## config.mk

```make
export PLATFORM = sky130hd
export DESIGN_NAME = multu_hilo
export DESIGN_NICKNAME = d
export VERILOG_FILES = /design/src/rtl/multu_hilo_pkg.sv /design/src/rtl/multu_hilo_hilo_reg.sv /design/src/rtl/multu_hilo.sv
export SDC_FILE = /design/constraint.sdc
export NUM_CORES = 1
export LEC_CHECK = 0
export ABC_CLOCK_PERIOD_IN_PS = 3500
export CAP_MARGIN = 20
export CORE_ASPECT_RATIO = 1.1
export CORE_MARGIN = 2
export CORE_UTILIZATION = 59
export DETAILED_ROUTE_END_ITERATION = 6
export GPL_TIMING_DRIVEN = 0
export PLACE_DENSITY = 0.89
export SLEW_MARGIN = 20
export SYNTH_ARGS = -nofsm -noshare
export SYNTH_HDL_FRONTEND = slang
export SYNTH_HIERARCHICAL = 1
export SYNTH_SLANG_ARGS = --single-unit
```

## constraint.sdc

```tcl
create_clock -name clk -period 3.5 [get_ports clk]
set_input_delay 0.7 -clock clk [delete_from_list [all_inputs] [get_ports clk]]
set_output_delay 0.7 -clock clk [all_outputs]
set_load 0.01 [all_outputs]
```

## src/rtl/multu_hilo_pkg.sv

```systemverilog
// Shared function codes and multiplier FSM encoding for the ALU, result mux and multiplier.
package multu_hilo_pkg;

  localparam logic [5:0] FN_AND   = 6'd36;
  localparam logic [5:0] FN_OR    = 6'd37;
  localparam logic [5:0] FN_ADD   = 6'd32;
  localparam logic [5:0] FN_SUB   = 6'd34;
  localparam logic [5:0] FN_SLT   = 6'd42;
  localparam logic [5:0] FN_MULTU = 6'd25;
  localparam logic [5:0] FN_MFHI  = 6'd16;
  localparam logic [5:0] FN_MFLO  = 6'd18;

  typedef enum logic [1:0] {
    IDLE = 2'd0,
    RUN  = 2'd1,
    DONE = 2'd2
  } state_t;

endpackage

```

## src/rtl/multu_hilo_hilo_reg.sv

```systemverilog
// HI/LO product register with write enable and the MFHI/MFLO read mux.
module hilo_reg
  import multu_hilo_pkg::*;
#(
  parameter int unsigned WIDTH = 32
) (
  input  logic                 clk,
  input  logic                 reset,
  input  logic                 wr_en,
  input  logic [2*WIDTH-1:0]   din,
  input  logic [5:0]           sel,
  output logic [WIDTH-1:0]     dout
);

  logic [WIDTH-1:0] hi;
  logic [WIDTH-1:0] lo;

  always_ff @(posedge clk) begin
    if (reset) begin
      hi <= '0;
      lo <= '0;
    end else if (wr_en) begin
      hi <= din[2*WIDTH-1:WIDTH];
      lo <= din[WIDTH-1:0];
    end
  end

  always_comb begin
    dout = '0;
    case (sel)
      FN_MFHI: dout = hi;
      FN_MFLO: dout = lo;
      default: dout = '0;
    endcase
  end

endmodule

```

## src/rtl/multu_hilo.sv

```systemverilog
// Sequential shift-add unsigned multiplier (one iteration per cycle) writing HI/LO.
module multu_hilo
  import multu_hilo_pkg::*;
#(
  parameter int unsigned WIDTH = 32
) (
  input  logic             clk,
  input  logic             reset,
  input  logic [WIDTH-1:0] dataA,
  input  logic [WIDTH-1:0] dataB,
  input  logic [5:0]       Signal,
  output logic [WIDTH-1:0] dataOut,
  output logic             busy,
  output logic             done
);

  localparam int unsigned CW = $clog2(WIDTH) + 1;

  state_t             state;
  state_t             state_next;
  logic [2*WIDTH-1:0] mcand;
  logic [2*WIDTH-1:0] product;
  logic [2*WIDTH-1:0] product_next;
  logic [WIDTH-1:0]   mplier;
  logic [CW-1:0]      count;
  logic               start;
  logic               last_iter;

  assign start        = (Signal == FN_MULTU);
  assign last_iter    = (state == RUN) && (count == CW'(WIDTH - 1));
  // HI/LO capture the sum of the final iteration directly, not the product register.
  assign product_next = mplier[0] ? (product + mcand) : product;
  assign busy         = (state == RUN);
  assign done         = (state == DONE);

  always_ff @(posedge clk) begin
    if (reset) state <= IDLE;
    else       state <= state_next;
  end

  always_comb begin
    state_next = state;
    case (state)
      IDLE:    if (start) state_next = RUN;
      RUN:     if (last_iter) state_next = DONE;
      DONE:    state_next = IDLE;
      default: state_next = IDLE;
    endcase
  end

  always_ff @(posedge clk) begin
    if (reset) begin
      mcand   <= '0;
      mplier  <= '0;
      product <= '0;
      count   <= '0;
    end else if (state == IDLE && start) begin
      mcand   <= (2*WIDTH)'(dataA);
      mplier  <= dataB;
      product <= '0;
      count   <= '0;
    end else if (state == RUN) begin
      product <= product_next;
      mcand   <= mcand << 1;
      mplier  <= mplier >> 1;
      count   <= count + 1'b1;
    end
  end

  hilo_reg #(.WIDTH(WIDTH)) u_hilo (
    .clk   (clk),
    .reset (reset),
    .wr_en (last_iter),
    .din   (product_next),
    .sel   (Signal),
    .dout  (dataOut)
  );

endmodule

```

==> impl_results.md, run 1 <==
- Outcome: complete, no violations
- Chip height: 163.6 um
- Share of power burned in registers: 0.466
- Initial antenna violation count: 0
- Cell row count: 58
- Post-Syn Area: 13,660 um2
- Pleak: 6.069 nW
- Sw Share: 0.2234
- Vias/cell: between 6 and 7
- Area leader, netlist: dfxtp_1
- Register Area: ~4600 um2
- PD cells: roughly 350 nW/um2
- Top cells by area, synth: dfxtp_1 34%, nand2_1 9.2%, a21oi_1 7.5%, mux2i_1 7.0%, ha_1 5.9%
- Worst path buffer plus inverter count: 0
- Yosys warns: 6
- Fmax achieved: roughly 290 MHz
- Core area: 22,790 um2
- DR DRC count: 0
- Peak supply drop: around 400 uV
- Total Routed Length: roughly 44,000 um
- Final Max Slew Viols: 0
- Vias: approximately 13,000
- CP arrival: 3.89 ns
- Hpwl dp: 33,530 um
- Syn Area/Cell: 7.993 um2
- CTS Root Cell: clkbuf_16
- Ys flop type: dfxtp_1
- Slowest stage delay, CP: 0.42 ns
- Yosys cell types: 70
- Clock share of power: 0.490
- Synth async-reset ratio: 0
- Clk pin slew, worst setup/hold paths: around 0.06 ns
- Latest clock arrival within the worst-skew pair: approximately 0.53 ns
- Buffers on Ports: between 100 and 150
- Die width: around 150 um
- CTS Buffer Depth: 3
- Fin crit share: 0.9973
- Fin. Hold Viols: 0
- First-pass GRT wire length: between 60,000 and 70,000 um
- CTS buffer count: 25
- Share of the synthesized area in the top cell type: 0.3400
- #FFs+latches synth: around 230
- Max FO, Critical Path: 5
- Post-Synthesis Cells: 1,709
- Number of flops mapped to enable cells by yosys: 0
- DRT antenna net count: 0
- Sink Count: 232
- Int Pwr: approximately 4.4 mW
- Final RePlAce weighted congestion: 0.9798
- Layout area overhead: 19.19%
- H-tree depth: 1
- Starting Density: 0.5995
- Largest net degree at the start of global routing: 27
- Crit path kind: flop to flop
- Core Util, Final: 0.7145
- Fill cells: 1,737
- RSZ-0062 raised after global routing: true
- Worst Hold Class: flop to flop
- Grt ovf: 0
- Gate power share: 0.044
- DR pass1 iterations: 7
- WHS: 0.4560 ns
- Antenna cells: 0
- IO Pins: about 110
- Drt initial violations: 1,240
- Crit path required time: just under 4 ns
- Vias in the first global route: around 13,000
- Clk_skew: roughly 0.0091 ns
- Net Count, Synth: 1,846
- Hold buffer count at CTS: 0
- Max-slew headroom: 0.3493
- Fin crit period: approximately 3.5 ns
- Top delay family on crit path: compound AO/OA/AOI/OAI gates
- Setup violators final: 0
- Commonest non-fill, non-tap cell in the layout: nand2_1
- Nets: roughly 2,000
- Slowest CP cell: o311ai_4
- Worst Max-Slew Pin Slew: 0.9760 ns
- Max-cap violations: 0
- Multi-input gate area: 8675 um2
- Critical path endpoint category: flop
- NetSw: ~1.3 mW
- Startpoint class of the critical path: flop
- Fin Setup TNS: 0 ns
- Most frequent cells in the layout: 335 x nand2_1, 231 x dfxtp_1, 199 x a21oi_1, 157 x nor2_1, 99 x clkdlybuf4s50_1
- Tot GR Track Use: 0.3569
- Share of cells above drive strength 1: 0.1150
- DR WL/cell: ~21 um
- Cell Chain, Critical Path: ha_1 -> a21o_1 -> nand4_1 -> and2_2 -> o311ai_4 -> and3_2 -> o21ai_4 -> a21oi_2 -> a31oi_1 -> xor2_1 -> o21ai_0 -> mux2i_1 -> nor2_1
- Die area: about 24,000 um2
- CTS tree: yes
- Seq/Total Area, Yosys: 0.3400
## through the flow
step	std cells	instance area, um2	power, mW	setup WS (ns)
after floorplan	1709	13660	2.827	0.4139
after global placement	2114	15090	2.953	-1.062
after detailed placement	2114	15090	2.957	-0.6791
after CTS	2157	16090	5.710	0.005943
after global routing	2161	16280	5.846	-0.05239
final	2161	16280	5.706	0.009293
## sequential cells by signal (all words and copies together), names as in the netlist
register,flops
u_hilo/hi,32
u_hilo/lo,32
mcand,64
mplier,32
state,2
product,64
count,6
## synthesized netlist by cell type (all sizes together), types with 5 or more instances
cell,instances
dfxtp,232
nor3,46
mux2i,96
a31oi,8
clkbuf,87
mux2,49
o21ai,61
a22oi,32
nand2,335
o21bai,10
a211oi,5
nand2b,6
nor2b,8
o21a,11
xnor2,38
nor2,159
ha,64
o31ai,9
xor2,26
nand4,26
inv,14
buf,35
a311oi,31
nand3,23
a21oi,206
a21o,28
## power groups by stage
stage / logic, mW / clock network, mW / registers (mW)
finish: 0.250 / 2.80 / 2.66
global route: 0.265 / 2.93 / 2.66
CTS: 0.244 / 2.81 / 2.66
detailed placement: 0.241 / 0 / 2.72
global placement: 0.238 / 0 / 2.72
floorplan: 0.115 / 0 / 2.71
## final cells by class
class | instances | share of cell area
Clock inverter | 12 | 0.01099
Tap cell | 300 | 0.02305
Multi-Input combinational cell | 1340 | 0.5328
Clock buffer | 31 | 0.04165
Inverter | 15 | 0.003612
Timing Repair Buffer | 112 | 0.06870
Buffer | 119 | 0.03389
Sequential cell | 232 | 0.2853
## path summary, 6_finish.rpt
| path | slack, ns | end | cells past startpoint | from |
|---|---|---|---|---|
| worst max-delay path | 0.009 | u_hilo/hi[29]$_SDFFE_PP0P_ | 13 | mcand[1]$_SDFFE_PP0P_ |
| worst min-delay path | 0.46 | mplier[3]$_SDFFE_PP0P_ | 2 | mplier[3]$_SDFFE_PP0P_ |
| worst max register to register | 0.009 | u_hilo/hi[29]$_SDFFE_PP0P_ | 13 | mcand[1]$_SDFFE_PP0P_ |
| worst min register to register | 0.46 | mplier[3]$_SDFFE_PP0P_ | 2 | mplier[3]$_SDFFE_PP0P_ |
## tightest hold or removal path: cells and delay by family, from the launching register on
kind            cells  cell delay (ns)
simple gates        1             0.05
compound gates      1             0.05
flops               1             0.31
## cell families after synthesis
kind of cell / count (synthesis) / synth area share
multiplexers: 145 / 0.1107
flip-flops: 232 / 0.3400
AO/OA/AOI/OAI: 434 / 0.1977
adder cells (fa/ha/maj): 65 / 0.06008
AND/OR/NAND/NOR: 632 / 0.2057
buffers and inverters: 137 / 0.04479
XOR/XNOR: 64 / 0.04103
## repair_timing
| item | 4_1_cts | 5_1_grt |
|---|---|---|
| pin swaps | 3 | 7 |
| gates resized for setup | 25 | 44 |
| setup endpoints to repair | 39 | 30 |
| buffers inserted | 2 | 5 |
## metal layers
layer	part of all wire	GRT usage	up-vias
li1	-	-	6333
met1	0.40	0.4333	6206
met2	0.46	0.5964	587
met3	0.068	0.04944	193
met4	0.071	0.2225	0
met5	0	0	-
Note: power is estimated with default switching activity, not from simulation.
==> inputs of run 2 (changes only) <==
Settings changed: CAP_MARGIN 20 to not set, MAX_ROUTING_LAYER set to met4.
==> impl_results.md, run 2 (synthesized netlist as in run 1, its figures left out) <==
- Outcome: finished with violations
- Failing checks: negative setup slack
- Post-route cell area: 16,230 um2 (-0.34%)
- CTS Buffer Depth: 3 (unchanged)
- Nets: 1,981 (-0.050%)
- Total Routed Length: 44,610 um (+0.54%)
- Core area: 22,790 um2 (unchanged)
- Placed cell areas: 15,090 um2 (unchanged)
- Fmax achieved: 285.5 MHz (-0.36%)
- Grt ovf: 0 (unchanged)
- Share of cells above drive strength 1: 0.1139 (-0.001136)
- Clock share of power: 0.480 (-0.010)
- Initial antenna violation count: 0 (unchanged)
- Peak supply drop: 391.6 uV (-2.2%)
- Core Util, Final: 0.7121 (-0.002416)
- Chip height: 163.6 um (unchanged)
- Gate power share: 0.045 (about the same)
- Fin crit share: 1.001 (+0.003569)
- Share of power burned in registers: 0.475 (+0.009)
- Worst Hold Class: flop to flop
- Commonest non-fill, non-tap cell in the layout: nand2_1
- First-pass GRT wire length: 68,080 um (-0.96%)
- Int Pwr: 4.330 mW (-2.3%)
- Top delay family on crit path: compound AO/OA/AOI/OAI gates
- Dpl ws: -0.6732 ns (+0.005907 ns)
- Clk pin slew, worst setup/hold paths: 0.06 ns (about the same)
- Max-slew headroom: 0.4204 (+0.07115)
- CTS tree: yes
- Worst Max-Slew Pin Slew: 0.8693 ns (-0.1067 ns)
- Register Area: 4647 um2 (about the same)
- Fin Setup TNS: -0.003197 ns (-0.003197 ns)
- NetSw: 1.265 mW (-0.76%)
- Die width: 149.1 um (unchanged)
- Vias: 13,420 (+0.73%)
- DR DRC count: 0 (unchanged)
- Worst path buffer plus inverter count: 0 (unchanged)
- Placed Cells: 2,114 (unchanged)
- Fill cells: 1,753 (+0.92%)
- Fin crit period: 3.503 ns (+0.01249 ns)
- Buffers on Ports: 105 (unchanged)
- Final std cells w/o fill: 2,162 (+0.046%)
- Drt initial violations: 1,234 (-0.48%)
- Max-cap violations: 0 (unchanged)
- Die area: 24,390 um2 (unchanged)
- H-tree depth: 1 (unchanged)
- Setup slack, reg-to-reg: -0.003 ns (about the same)
- Max FO, Critical Path: 4 (-1)
- Most frequent cells in the layout: 335 x nand2_1, 230 x dfxtp_1, 197 x a21oi_1, 157 x nor2_1, 96 x mux2i_1
- Cell row count: 58 (unchanged)
- DRT antenna net count: 0 (unchanged)
- Multi-input gate area: 8663 um2 (-0.13%)
- Critical path endpoint category: flop
- Final Max Slew Viols: 0 (unchanged)
- Setup ws final: -0.003197 ns (-0.01249 ns)
- Fin. Hold Viols: 0 (unchanged)
- Setup violators final: 1 (+1)
- Largest net degree at the start of global routing: 27 (unchanged)
- Antenna cells: 0 (unchanged)
- Top flop regs: mcand (64), product (64)
- Layout area overhead: 18.79%
- CTS buffer count: 25 (unchanged)
- CTS Root Cell: clkbuf_16
- Cell Chain, Critical Path: ha_2 -> fa_2 -> a21o_1 -> nand4_1 -> a211o_1 -> and2_4 -> o31a_1 -> a21o_4 -> o2bb2ai_1 -> a21oi_2 -> xnor2_1 -> a21oi_1 -> mux2i_1 -> nor2_1
- Sw Share: 0.2261 (+0.002728)
- Crit path kind: flop to flop
- Slowest CP cell: dfxtp_2
- Slowest stage delay, CP: 0.40 ns (-0.02 ns)
- CP arrival: 3.91 ns (+0.02 ns)
- WHS: 0.4579 ns (+0.001916 ns)
- DR WL/cell: 20.63 um (+0.49%)
- Hpwl dp: 33,540 um (about the same)
- Final RePlAce weighted congestion: 0.9812 (+0.14%)
- PD cells: 344.8 nW/um2 (-1.6%)
- Crit path required time: 3.91 ns (about the same)
- Startpoint class of the critical path: flop
- Clk_skew: 0.01423 ns (+0.005085 ns)
- Starting Density: 0.5995 (unchanged)
- DR pass1 iterations: 6 (-1)
- IO Pins: 106 (unchanged)
- Sink Count: 232 (unchanged)
- Pleak: 6.057 nW (-0.20%)
- Latest clock arrival within the worst-skew pair: 0.53 ns (about the same)
- Vias/cell: 6.205 (+0.68%)
- Vias in the first global route: 12,900 (+0.0078%)
- PnR Total Power: 5.595 mW (-2.0%)
- Tot GR Track Use: 0.3631 (+0.006220)
==> run 2: what timing repair did <==
item / CTS / global route
gates resized for setup: 22 / 48
pin swaps: 2 / 12
cloned: 0 / 0
setup buffers: 2 / 5
setup endpoints to repair: 38 / 30
hold buffers: 0 / 0
==> run 2: path summary, 6_finish.rpt <==
kind / start / endpoint / cells past startpoint
worst min register to register: mplier[29]$_SDFFE_PP0P_ / mplier[29]$_SDFFE_PP0P_ / 2
worst max register to register: mcand[0]$_SDFFE_PP0P_ / u_hilo/hi[16]$_SDFFE_PP0P_ / 14
worst min-delay path: mplier[29]$_SDFFE_PP0P_ / mplier[29]$_SDFFE_PP0P_ / 2
worst max-delay path: mcand[0]$_SDFFE_PP0P_ / u_hilo/hi[16]$_SDFFE_PP0P_ / 14
==> run 2: power groups by stage <==
stage,clock network [mW],registers [mW],logic (mW)
after detailed placement,0,2.72,0.242
final,2.69,2.66,0.250
after CTS,2.69,2.66,0.245
after global routing,2.82,2.66,0.263
after global placement,0,2.72,0.238
after floorplan,0,2.71,0.115
==> run 2: area by class of cell <==
cell class              instances  share of cell area
clock inverters                 8            0.006091
multi-input cells            1340              0.5339
clock buffers                  37             0.04441
inverters                      15            0.003624
plain buffers                 118             0.03362
repair buffers                112             0.06886
well taps                     300             0.02313
flip-flops and latches        232              0.2864
==> run 2: tightest hold or removal path: stages (launching register included) <==
cell	delay [ns]
dfxtp_1	0.31
nand2_1	0.05
a21oi_1	0.05
==> run 2: metal layers <==
| metal | global-route usage | vias up | share of wire |
|---|---|---|---|
| met2 | 0.6075 | 556 | 0.47 |
| met4 | 0.1965 | 0 | 0.061 |
| li1 | - | 6309 | - |
| met5 | - | - | 0 |
| met3 | 0.04330 | 180 | 0.069 |
| met1 | 0.4264 | 6371 | 0.40 |
